`config.mk`:
```
export PLATFORM = sky130hd
export DESIGN_NAME = input_debouncer
export DESIGN_NICKNAME = d
export VERILOG_FILES = /design/src/rtl/input_debouncer.sv
export SDC_FILE = /design/constraint.sdc
export NUM_CORES = 1
export LEC_CHECK = 0
export CAP_MARGIN = 30
export CORE_MARGIN = 8
export CORE_UTILIZATION = 50
export CTS_CLUSTER_DIAMETER = 80
export DETAILED_ROUTE_END_ITERATION = 12
export GPL_ROUTABILITY_DRIVEN = 1
export GPL_TIMING_DRIVEN = 0
export PLACE_DENSITY = 0.79
export SETUP_SLACK_MARGIN = 0.02
export SYNTH_ARGS = -nofsm -noshare
export SYNTH_HDL_FRONTEND = slang
export SYNTH_SLANG_ARGS = --single-unit
```
`constraint.sdc`:
```
create_clock -name clock -period 2.9 [get_ports clock]
set_input_delay 0.58 -clock clock [delete_from_list [all_inputs] [get_ports clock]]
set_output_delay 0.58 -clock clock [all_outputs]
set_load 0.02 [all_outputs]
```
`src/rtl/input_debouncer.sv`:
```
// Two-flop synchronizer plus per-channel stability counter for panel switches and
// tank-level sensor bits; emits a clean level and one-clock rise/fall/any strobes.
module input_debouncer #(
    parameter int unsigned      WIDTH           = 4,
    parameter int unsigned      DEBOUNCE_CYCLES = 8,
    parameter logic [WIDTH-1:0] RESET_VALUE     = '0
) (
    input  logic             clock,
    input  logic             reset,
    input  logic             sample_en,
    input  logic [WIDTH-1:0] raw_in,
    output logic [WIDTH-1:0] clean_out,
    output logic [WIDTH-1:0] rise_pulse,
    output logic [WIDTH-1:0] fall_pulse,
    output logic             any_change
);

    localparam int unsigned      CNT_W    = $clog2(DEBOUNCE_CYCLES) + 1;
    localparam logic [CNT_W-1:0] CNT_LAST = CNT_W'(DEBOUNCE_CYCLES - 1);

    logic [WIDTH-1:0]            sync1;
    logic [WIDTH-1:0]            sync2;
    logic [WIDTH-1:0][CNT_W-1:0] count;
    logic [WIDTH-1:0][CNT_W-1:0] count_next;
    logic [WIDTH-1:0]            clean_next;
    logic [WIDTH-1:0]            rise_next;
    logic [WIDTH-1:0]            fall_next;

    // Metastability guard; runs every edge independent of the sample strobe.
    always_ff @(posedge clock or negedge reset) begin
        if (!reset) begin
            sync1 <= RESET_VALUE;
            sync2 <= RESET_VALUE;
        end else begin
            sync1 <= raw_in;
            sync2 <= sync1;
        end
    end

    // A differing sample must persist for DEBOUNCE_CYCLES strobes; any agreeing sample restarts the count.
    always_comb begin
        count_next = count;
        clean_next = clean_out;
        rise_next  = '0;
        fall_next  = '0;
        if (sample_en) begin
            for (int unsigned i = 0; i < WIDTH; i++) begin
                if (sync2[i] == clean_out[i]) begin
                    count_next[i] = '0;
                end else if (count[i] == CNT_LAST) begin
                    count_next[i] = '0;
                    clean_next[i] = sync2[i];
                    rise_next[i]  = sync2[i];
                    fall_next[i]  = ~sync2[i];
                end else begin
                    count_next[i] = count[i] + CNT_W'(1);
                end
            end
        end
    end

    always_ff @(posedge clock or negedge reset) begin
        if (!reset) begin
            count     <= '0;
            clean_out <= RESET_VALUE;
        end else begin
            count     <= count_next;
            clean_out <= clean_next;
        end
    end

    // Strobes are rebuilt every edge, so each lasts exactly one clock.
    always_ff @(posedge clock or negedge reset) begin
        if (!reset) begin
            rise_pulse <= '0;
            fall_pulse <= '0;
            any_change <= 1'b0;
        end else begin
            rise_pulse <= rise_next;
            fall_pulse <= fall_next;
            any_change <= |(rise_next | fall_next);
        end
    end

endmodule

```
==> flow_summary_export.csv <==
group,metric,value,unit
run_status,status,"complete, no violations",
setup_path,path_max_fanout,4,
clocking,clock-root-buffer,"clkbuf_4",
setup_path,cp-end-kind,"output port",
global_route,grt.busiest_layer,"met2",
timing,min_period_over_period,69.3,%
clocking,htreeDepth,2,
power_and_ir_drop,vdd_drop_max,353,uV
setup_path,crit_buf_inv,1,
logic_synthesis,ys_warn_count,0,
setup_path,r2r_slack,1.38,ns
drt,firstDrtPassIters,4,
logic_synthesis,yosysUniqueCellTypes,26,
timing,tightest_slew,0.789,ns
place,dp.cells,181,
global_route,grt_pass1_wl,4900,microns
logic_synthesis,syn_nets,140,
setup_path,start_kind,"register",
clocking,cts_hold_buf,0,
logic_synthesis,ys_seq_area_share,59.7,%
setup_path,slowest_delay,0.65,ns
timing,setup_viol,0,
clocking,clockBufferDepth,2,
timing,post-route-min-period,2.01,ns
die,rows,20,
setup_path,crit_type,"register to output port",
clocking,clkLatencyLatePin,0.34,ns
power_and_ir_drop,p_leak,0.852,nW
place,routabilityCongestion,0.734,
global_route,track_usage,12.3,%
die,initial_core_util,51.6,%
logic_synthesis,synth-seq-cells,37,
flow_run,max-cap-violations,0,
global_route,met2_usage,19.7,%
clocking,clk_pin_slew,0.10,ns
min_path,hold_path.class,"input port to async pin",
logic_synthesis,syn_avg_cell_area,12.0,sq um
drt,drc_errors,0,
setup_path,timing.rr.start,"count[12]$_DFFE_PN0P_",
layout,areaGrowthSynthToFinish,17.8,%
timing,max_slew_margin,47.4,%
setup_path,cp.arrival,1.43,ns
logic_synthesis,synth_ff_type,"dfrtp_1",
drt,drt_iter0_drc,47,
setup_path,path_cells,"clkdlybuf4s50_1",
layout,final_cell_mix,"dfrtp_1, clkdlybuf4s50_1, nand3_1, inv_1",
die,die_h,71.7,microns
setup_path,reg2regPathDepth,4,
place,io_buffers,19,
layout,design_area,1830,sq um
drt,via_per_inst,5.65,
place,place_area,1780,sq um
setup_path,slowest_stage,"clkdlybuf4s50_1",
drt,ant_nets,0,
clocking,cts-buffers-inserted,5,
timing,hold_viol_final,0,
layout,drive_gt1_share,9.62,%
logic_synthesis,syn-cell-area,1550,sq um
die,die_w,71.7,microns
logic_synthesis,async_flop_share,100,%
clocking,clock_sinks,37,
drt,via_count,1067,
global_route,antenna_found_initial,0,
layout,antenna_cells,0,
global_route,gr-usage-met1,13.2,%
timing,slew_violations,0,
drt,wl,2790,microns
setup_path,worstReg2RegEnd,"clean_out[3]$_DFFE_PN0P_",
logic_synthesis,postSynthCellCount,129,
layout,fin_util,60.8,%
die,ios,20,
layout,fillers,253,
clocking,cts_resized,0,
clocking,cts_setup_buffers,0,
timing,fin_setup_tns,0,ns
clocking,tritoncts,"done",
layout,nNetsFinal,166,
logic_synthesis,synth_edf_count,0,
timing,grt_setup_unrepaired,"no",
global_route,grt_util_met3,4.74,%
die,die-area,5140,sq um
global_route,grt-ovfl-total,0,
setup_path,required,2.32,ns
layout,stdcell_count,189,
global_route,grt_max_degree,38,
timing,worst_clock_skew,0.00404,ns
power_and_ir_drop,power,0.00116,W
power_and_ir_drop,powerDensity,634,nW/um^2
timing,max_freq,498,MHz
global_route,grt_pass1_vias,1122,
drt,wl_per_cell,14.7,microns
setup_path,cpLargestDelayFamily,"buffers and inverters",
place,post-dp-hpwl,1980,microns
layout,final_common_cell,"dfrtp_1",
die,core,3000,sq um
## sequential cells by signal, summed over array words and instances (netlist names)
signal	cells
any_change	1
clean_out	4
count	16
fall_pulse	4
rise_pulse	4
sync1	4
sync2	4
## Yosys cell counts (all sizes together) (3+ instances only)
library cell	n	area, sq um
a31oi	8	50.1
dfrtp	37	926
ha	4	50.1
inv	10	37.5
mux2	6	67.6
nand2	4	15.0
nand3	12	60.1
nand4	3	31.3
nor2	8	30.0
nor2b	6	37.5
o21ai	4	20.0
o41ai	4	35.0
xor2	4	50.1
## power by group
part	switching (W)	leakage, nW	internal (W)	total (W)
clock network	0.000159	0.0265	0.0000967	0.000256
logic	0.000125	0.339	0.000118	0.000243
registers	0.0000721	0.487	0.000587	0.000659
total	0.000356	0.852	0.000802	0.00116
## kinds of logic after synthesis
logic type	synth area share [%]
DFF	59.7
buffers and inverters	3.23
AOI/OAI and AO/OA	9.68
xor gates and xnor gates	4.36
adders and majority gates	3.23
and+or+nand+nor	14.1
muxes	5.65
## through the flow
| step | worst slack (ns) | hold slack [ns] |
|---|---|---|
| 6_report | 0.890 | 0.311 |
| 5_1_grt | 0.826 | 0.368 |
| 4_1_cts | 0.852 | 0.320 |
| 3_5_place_dp | 0.757 | 0.335 |
| 3_3_place_gp | 0.515 | 0.334 |
| 2_1_floorplan | 1.51 | 0.284 |
## per-layer routing
metal | share of wire (%) | vias up
li1 | - | 504
met1 | 44 | 527
met2 | 47 | 28
met3 | 6.5 | 8
met4 | 2.5 | 0
met5 | 0 | -
## worst max-delay path by stage
stage / from / end / slack (ns) / depth (start not counted)
final: clean_out[0]$_DFFE_PN0P_ / clean_out[0] / 0.89 / 1
after global routing: clean_out[0]$_DFFE_PN0P_ / clean_out[0] / 0.83 / 1
after CTS: clean_out[0]$_DFFE_PN0P_ / clean_out[0] / 0.85 / 1
after detailed placement: sample_en / count[5]$_DFFE_PN0P_ / 0.76 / 4
after global placement: reset / sync2[0]$_DFF_PN0_ / 0.51 / 1
after floorplan: count[12]$_DFFE_PN0P_ / clean_out[3]$_DFFE_PN0P_ / 1.51 / 4
## cell type report
class	instances	area (sq um)	area share, %
flip-flops and latches	37	926	50.7
inverters	10	37.5	2.06
multi-input cells	79	574	31.5
repair buffers	19	185	10.1
clock buffers	8	48.8	2.67
well taps	33	41.3	2.26
plain buffers	3	12.5	0.685
No activity file was read; power rests on OpenSTA's default activity.
